File: src/rtl/key_seq_ctrl.sv
// key_seq_ctrl: steps the key-read bus through a nibble table and checks the response.
// Define KEY_SEQ_RETRY_EN to retry a failed response up to three more times.
module key_seq_ctrl #(
    parameter int                 STEPS    = 8,
    parameter logic [4*STEPS-1:0] SEQ      = 32'h5A3C_9618,
    parameter logic [STEPS-1:0]   EXPECT   = 8'hA5,
    parameter int                 WAIT_CYC = 2
) (
    input  logic             clk,
    input  logic             rst,
    input  logic             start,
    input  logic             sdrd,
    output logic             busy,
    output logic             done,
    output logic             pass,
    output logic [STEPS-1:0] resp,
    output logic             key_clk,
    output logic             sser,
    output logic             br_w,
    output logic             ba13,
    output logic             ba12,
    output logic [3:0]       ba_lo
`ifdef KEY_SEQ_RETRY_EN
    ,
    output logic [1:0]       retries
`endif
);

    localparam logic [2:0] S_IDLE   = 3'd0;
    localparam logic [2:0] S_SETUP  = 3'd1;
    localparam logic [2:0] S_STROBE = 3'd2;
    localparam logic [2:0] S_SAMPLE = 3'd3;
    localparam logic [2:0] S_CHECK  = 3'd4;

    localparam int SW = (STEPS > 1) ? $clog2(STEPS) : 1;
    localparam logic [SW-1:0] LAST  = SW'(STEPS - 1);
    localparam logic [3:0]    WLAST = 4'(WAIT_CYC - 1);

    logic [2:0]       state;
    logic [2:0]       state_n;
    logic [SW-1:0]    step;
    logic [SW-1:0]    step_n;
    logic [3:0]       wcnt;
    logic [STEPS-1:0] resp_n;
    logic             launch;
    logic             accept;
    logic             last;
    logic             again;
    logic             fin;
    logic             act_n;

    // An accepted start spends one idle-looking launch cycle before SETUP.
    assign accept = (state == S_IDLE) && !launch && start;
    assign last   = (step == LAST);

`ifdef KEY_SEQ_RETRY_EN
    assign again = (state == S_CHECK) && !done;
    assign fin   = (resp_n == EXPECT) || (retries == 2'd3);
`else
    assign again = 1'b0;
    assign fin   = 1'b1;
`endif

    always_comb begin
        resp_n       = resp;
        resp_n[step] = sdrd;
    end

    always_comb begin
        state_n = state;
        step_n  = step;
        case (state)
            S_IDLE: begin
                if (launch) state_n = S_SETUP;
            end
            S_SETUP: begin
                if (wcnt == WLAST) state_n = S_STROBE;
            end
            S_STROBE: begin
                state_n = S_SAMPLE;
            end
            S_SAMPLE: begin
                if (last) begin
                    state_n = S_CHECK;
                end else begin
                    state_n = S_SETUP;
                    step_n  = step + 1'b1;
                end
            end
            S_CHECK: begin
                state_n = again ? S_SETUP : S_IDLE;
                if (again) step_n = '0;
            end
            default: state_n = S_IDLE;
        endcase
        if (accept) step_n = '0;
    end

    assign act_n = (state_n == S_SETUP) || (state_n == S_STROBE) ||
                   (state_n == S_SAMPLE);

    // Bus outputs are registered from the next state so they line up with it.
    always_ff @(posedge clk) begin
        if (rst) begin
            state   <= S_IDLE;
            launch  <= 1'b0;
            step    <= '0;
            wcnt    <= '0;
            resp    <= '0;
            pass    <= 1'b0;
            done    <= 1'b0;
            busy    <= 1'b0;
            key_clk <= 1'b0;
            sser    <= 1'b1;
            br_w    <= 1'b1;
            ba13    <= 1'b0;
            ba12    <= 1'b0;
            ba_lo   <= '0;
`ifdef KEY_SEQ_RETRY_EN
            retries <= '0;
`endif
        end else begin
            state  <= state_n;
            step   <= step_n;
            launch <= accept;
            done   <= 1'b0;
            if ((state_n == S_SETUP) && (state != S_SETUP)) begin
                wcnt <= '0;
            end else if (state == S_SETUP) begin
                wcnt <= wcnt + 1'b1;
            end
            if (accept) begin
                resp <= '0;
                pass <= 1'b0;
            end
            if (state == S_SAMPLE) begin
                resp <= resp_n;
                if (last) begin
                    done <= fin;
                    pass <= (resp_n == EXPECT);
                end
            end
            if (again) resp <= '0;
            busy    <= act_n;
            key_clk <= (state_n == S_STROBE);
            sser    <= !act_n;
            br_w    <= 1'b1;
            ba13    <= 1'b0;
            ba12    <= act_n;
            ba_lo   <= act_n ? SEQ[{step_n, 2'b00} +: 4] : 4'h0;
`ifdef KEY_SEQ_RETRY_EN
            if (accept) begin
                retries <= '0;
            end else if (again) begin
                retries <= retries + 1'b1;
            end
`endif
        end
    end

endmodule
File: config.mk
export PLATFORM = sky130hd
export DESIGN_NAME = key_seq_ctrl
export DESIGN_NICKNAME = d
export VERILOG_FILES = /design/src/rtl/key_seq_ctrl.sv
export SDC_FILE = /design/constraint.sdc
export NUM_CORES = 1
export LEC_CHECK = 0
export ABC_AREA = 1
export CAP_MARGIN = 15
export CORE_ASPECT_RATIO = 2
export CORE_MARGIN = 2
export CORE_UTILIZATION = 35
export CTS_BUF_LIST = sky130_fd_sc_hd__clkbuf_4 sky130_fd_sc_hd__clkbuf_8 sky130_fd_sc_hd__clkbuf_16
export DETAILED_ROUTE_END_ITERATION = 6
export PLACE_DENSITY = 0.64
export SLEW_MARGIN = 25
export SYNTH_ARGS = -nofsm -noshare
export SYNTH_HDL_FRONTEND = slang
export SYNTH_SLANG_ARGS = --single-unit
File: constraint.sdc
create_clock -name clk -period 2.4 [get_ports clk]
set_input_delay 0.24 -clock clk [delete_from_list [all_inputs] [get_ports clk]]
set_output_delay 0.24 -clock clk [all_outputs]
set_load 0.01 [all_outputs]
Word level (Yosys, flattened, before mapping)
Index checks and enable logic that the tools add are counted.
{ "totals": {"word_cells": 57, "output_inout_bits": 20, "regBits": 28, "input_bits": 4} }
{ "classes": {"add_sub_neg": 2, "n_lt_le_gt_ge": 2, "bitwise": 2, "mux": 16, "n_eq_ne": 10, "shift": 1, "reduce_logical": 13} }
{ "ops": {"columns": ["op", "count"], "rows": [
  ["32-bit by 6-bit indexed part select with 4-bit output, first input constant", 1],
  ["3-bit two-way mux", 6],
  ["8-bit two-way mux", 2],
  ["3-bit by 2-bit == test with 1-bit output, second input constant", 4],
  ["3-bit case mux with 4 select lines", 1],
  ["8-bit bitwise mux", 1],
  ["8-bit == test, second input constant", 1],
  ["3-bit by 1-bit == test with 1-bit output, second input constant", 2],
  ["2-bit OR reduction", 3],
  ["1-bit two-way mux", 5],
  ["4-bit by 1-bit adder with 4-bit output, second input constant", 1],
  ["4-bit by 1-bit == test with 1-bit output, second input constant", 1],
  ["1-bit logical AND", 4],
  ["3-bit by 4-bit < comparator with 1-bit output, second input constant", 1],
  ["3-bit by 1-bit adder with 3-bit output, second input constant", 1],
  ["1-bit demux with 3-bit select", 1],
  ["3-bit == test, second input constant", 1],
  ["3-bit by 1-bit >= comparator with 1-bit output, second input constant", 1],
  ["3-bit logical NOT", 1],
  ["3-bit by 1-bit != test with 1-bit output, second input constant", 1],
  ["1-bit logical NOT", 2],
  ["1-bit logical OR", 2],
  ["1-bit NOT", 2],
  ["2-bit nonzero test", 1]
]} }

Logic depth before layout (Yosys ltp)
{ "logic_depth": {"ltp_word": 8, "mapped_depth": 13, "depth_no_buf": 13} }

Least setup slack after synthesis
No wires, ideal clock.
{ "synth_path": {"path_type": "reg2reg", "startpoint": "register step[1]", "endpoint": "register ba_lo[3]", "required_ps": 2291, "setup_time_ps": 109, "path_stages_with_launch": 13, "period_less_slack_ps": 1755, "path_buffers": 0, "setup_slack_ps": 645, "t_arrival_ps": 1646, "path_cell_list": "dfxtp_1 -> ha_1 -> nand2_1 -> nand2_2 -> a21oi_1 -> o21ai_1 -> inv_1 -> ha_1 -> or2_2 -> nand3_1 -> nand2_1 -> nand2_1 -> inv_1"} }
{ "synth_via": {"elab_cells_between_ends": 15, "cone_classes": "add/sub: 1; eq/ne: 4; shift: 1; mux: 5; bitwise: 1; reduce/logical: 3"} }
{ "synth_rtl": {"columns": ["element", "line", "source"], "rows": [
  ["start: declaration", "41", "logic [SW-1:0] step;"],
  ["start signal: assignment", "124", "step <= step_n;"],
  ["3-bit by 1-bit adder with 3-bit output or 3-bit == test (tied branches)", "87, 54", null],
  ["3-bit two-way mux", "83", "if (last) begin"],
  ["3-bit two-way mux *", null, null],
  ["3-bit two-way mux *", "96", "if (accept) step_n = '0;"],
  ["via step_n[1]", "42", "logic [SW-1:0] step_n;"],
  ["32-bit by 6-bit indexed part select with 4-bit output *", "150", "ba_lo <= act_n ? SEQ[{step_n, 2'b00} +: 4] : 4'h0;"],
  ["end signal: assignment", "150", null],
  ["end: declaration", "22", "output logic [3:0] ba_lo"]
]} }
The timed path passes the listed nets; every way through them passes the cells marked *.
A chain may end at the register's enable or synchronous reset.

Final worst setup path
{ "layout_path": {"startpoint": "register state[2]", "endpoint": "register ba_lo[3]"} }
{ "layout_via": {"elab_chain_len": 7, "elab_cells_between_ends": 19, "cone_classes": "eq/ne: 6; shift: 1; mux: 5; bitwise: 1; reduce/logical: 6"} }
{ "layout_lines": {"columns": ["element", "line", "source"], "rows": [
  ["start: declaration", "39", "logic [2:0] state;"],
  ["start signal: assignment", "123", "state <= state_n;"],
  ["parallel branches: the longest is 7 deep, another holds 32-bit by 6-bit indexed part select with 4-bit output", null, null]
]} }
Several ways; the timed one is not identified.

==> results by group <==
CTS
  – Clock H-tree levels: 1
  – Clock net sink count: 28
  – Hold buffer count at CTS: 0
  – Clock Latency Late Sink: approximately 0.27 ns
  – Post-CTS Repair Setup Buffers: 0
  – Clock tree from TritonCTS: done
  – Clock slew at the register clock pins of the worst setup and hold paths: 0.09 ns
  – CTS Buf Count: 3
  – Post-cts resize count: 0
  – Clock Path Buffers: 2
  – Root Driver: sky130_fd_sc_hd__clkbuf_8

Yosys
  – Area share of the largest cell type after synthesis: 0.3819
  – Cell type with the largest total area after synthesis: sky130_fd_sc_hd__dfxtp_1
  – Top post-synthesis cells by area: sky130_fd_sc_hd__dfxtp_1 (38%), sky130_fd_sc_hd__nand2_1 (14%), sky130_fd_sc_hd__nand3_1 (6.8%)
  – Share of synthesized area occupied by flip-flops and latches: 0.3819
  – Unique masters post-synth: 25
  – Number of standard cells after synthesis: 203
  – Yosys warning count: 0
  – Cell area after synthesis: about 1500 µm²
  – Flip-flop and latch count after synthesis: 28
  – Mean Syn Cell Area: 7.230 µm²
  – Net Count, Synth: ~210

Critical path
  – Arrival time at the worst endpoint: between 2 and 2.5 ns
  – Setup slack on the worst flop-to-flop path: 0.49 ns
  – Library cell contributing the largest single delay on the critical path: sky130_fd_sc_hd__dfxtp_1
  – Critical path launch point: state[2]
  – Chain of cells forming the critical path: inv_1, nand3_2, inv_4, nand2_2, nand2_1, nand3_1, ha_1, or2_2, nand3_1, nand2_1, nand2_1, inv_1
  – Worst path required time: 2.58 ns
  – Kind of critical path: reg2reg
  – Critical path startpoint category: flop
  – Highest net fanout along the worst path: 13
  – Cell count along the critical path: 12
  – Type of element capturing the critical path: flop
  – Origin of the critical flop-to-flop path: state[2]
  – Max stage delay on crit path: approximately 0.33 ns
  – Critical path's top delay family: simple AND/OR/NAND/NOR gates
  – Worst r2r path cells: 12
  – Cell with the most instances on the worst path: sky130_fd_sc_hd__nand2_1
  – R2r endpoint: ba_lo[3]
  – Buffering stage count on the worst path with inverters included: 3

Floorplan
  – Number of placement rows: 33
  – Die Span Y: 95.58 µm
  – Core region area: 4046 µm²
  – Overall die width: 49.79 µm
  – I/O pins: 24
  – Starting density of the core: 0.3627
  – Full die area: 4759 µm²

Timing
  – Final WS setup: about 0.5 ns
  – Shortest clock period the worst path allows after layout: between 1.5 and 2 ns
  – Finish-stage setup viols: 0
  – Number of failing hold endpoints at the final stage: 0
  – Maximum frequency from static timing analysis: 522.5 MHz
  – Number of pins exceeding their max-slew limit in the final report: 0
  – Final Skew: 0.002545 ns
  – RSZ-0062 raised after global routing: no
  – Final sum of negative setup slack: 0 ns
  – Post-route fraction of the period consumed by the critical path: 0.7975

Cells and area
  – Share of final-layout standard cells stronger than drive strength 1: 0.1441
  – Fin cells: 274
  – Final Net Count: between 200 and 250
  – Layout filler cell count: 447
  – Relative area change from synthesis to final layout: 19.44%
  – Final design utilization: 0.4332
  – Antenna diodes: 0

Placed design
  – Post-placement setup slack: 0.3689 ns
  – Placer congestion estimate: approximately 0.8
  – Placed insts: 271
  – DPL Wire Length: 2340 µm
  – Buffers on Ports: 21

Route
  – First DRT Iteration DRCs: 14
  – Detail Route Antenna Nets: 0
  – Total wire length: 2981 µm
  – Met1 routed wirelength after detailed routing: roughly 1100 µm
  – Met2 WL post-DR: between 1500 and 2000 µm
  – Top Layer Used: met4
  – Total via count after detailed routing: 1262
  – # DRC: 0
  – Vias per cell: 4.606
  – Post-detailed-route wirelength per cell: 10.88 µm
  – Total length of routed met3 wires: 68 µm
  – Length of the first detailed-routing pass in iterations: 4

Worst hold path
  – Hold Startpoint: resp[1]
  – Worst min path class: reg2reg
  – End point of the most critical hold path: resp[1]
  – Depth of the worst hold-timing path: 2

Global routing
  – Via count of the first global-routing pass: 1242
  – Initial antenna violation count: 0
  – Gr ovfl total: 0
  – Total global-route track usage: 0.1408
  – Maximum number of pins on one net before global-route repair: 17
  – Wire length of the first global-routing pass: about 5200 µm

Power and ir drop
  – Total power: around 0.00084 W
  – Cell area power density: 480.4 nW/µm²
  – Peak supply drop: 0.2761 mV
  – Cell leakage power: 0.7491 nW

Job
  – Maximum Capacitance Violations: 0

Status
  – Result of the run: completed
[kinds of logic (layout without fill, tap and decap cells)]
kind of cell,count (synthesis),after routing,share of synthesized area
and+or+nand+nor,117,117,0.3990
xor gates and xnor gates,3,3,0.01791
other,2,2,0.005117
AOI/OAI and AO/OA,12,12,0.04092
adders and majority gates,5,5,0.04263
DFF,28,28,0.3819
buffers and inverters,36,55,0.1125
[metal layers]
layer  vias to the layer above  GRT usage
met4                         0    0.08565
li1                        666          -
met3                        10    0.01881
met5                         -          0
met1                       565     0.1293
met2                        21     0.2800
[cell usage after synthesis]
master	instances
sky130_fd_sc_hd__nor2_2	3
sky130_fd_sc_hd__buf_4	5
sky130_fd_sc_hd__buf_2	1
sky130_fd_sc_hd__nor2_1	16
sky130_fd_sc_hd__nor2_4	3
sky130_fd_sc_hd__conb_1	2
sky130_fd_sc_hd__a21oi_1	9
sky130_fd_sc_hd__or2_2	1
sky130_fd_sc_hd__inv_4	1
sky130_fd_sc_hd__buf_6	1
sky130_fd_sc_hd__nand2_2	4
sky130_fd_sc_hd__inv_2	4
sky130_fd_sc_hd__ha_1	5
sky130_fd_sc_hd__o21ai_0	2
sky130_fd_sc_hd__nand4_1	5
sky130_fd_sc_hd__nand3_1	20
sky130_fd_sc_hd__inv_1	22
sky130_fd_sc_hd__o21ai_1	1
sky130_fd_sc_hd__nand3_2	6
sky130_fd_sc_hd__xnor2_1	3
sky130_fd_sc_hd__nand2_4	2
sky130_fd_sc_hd__clkbuf_1	2
sky130_fd_sc_hd__nand3_4	1
sky130_fd_sc_hd__nand2_1	56
sky130_fd_sc_hd__dfxtp_1	28
[tightest hold or removal path, stage by stage (launching register included)]
cell and delay [ns]:
sky130_fd_sc_hd__dfxtp_1 0.33, sky130_fd_sc_hd__nand2_1 0.06, sky130_fd_sc_hd__a21oi_1 0.05
[cell type report]
class                      instances  area, µm²  share of cell area
clock buffer                       3      41.29             0.02355
inverter                          27      103.9             0.05924
multi-input combinational        139      742.0              0.4233
sequential                        28      560.5              0.3198
tap                               52      65.06             0.03712
timing repair buffer              25      240.2              0.1370
[registers in the layout (all words and copies together), names as in the netlist, 3 cells and up]
| signal | cells |
|---|---|
| ba_lo | 4 |
| resp | 8 |
| wcnt | 4 |
| state | 3 |
| step | 3 |
[worst max path at each step]
stage / endpoint / slack, ns
after floorplan: ba_lo[3] / 0.65
after global placement: ba_lo[3] / 0.39
after detailed placement: ba_lo[3] / 0.37
after CTS: ba_lo[3] / 0.46
after global routing: ba_lo[3] / 0.33
final: ba_lo[3] / 0.49
[cell usage in the layout, fill, tap and decap left out, drive strengths merged]
cell type	netlist	routed
a21oi	9	9
buf	7	4
clkbuf	2	3
clkdlybuf4s50	0	21
conb	2	2
dfxtp	28	28
ha	5	5
inv	27	27
nand2	62	62
nand3	27	27
nand4	5	5
nor2	22	22
o21ai	3	3
or2	1	1
xnor2	3	3
[through the flow]
stage                     hold slack (ns)  cell area [µm²]
after floorplan                    0.4946             1468
after global placement             0.4605             1712
after detailed placement           0.4702             1712
after CTS                          0.4849             1753
after global routing               0.5129             1753
final                              0.4794             1753
[power by group]
group / internal (W) / switching [W]
Combinational: 0.0000430 / 0.0000636
Clock: 0.000113 / 0.000137
Sequential: 0.000477 / 0.00000894
Total: 0.000632 / 0.000210
No activity file was read; power rests on OpenSTA's default activity.
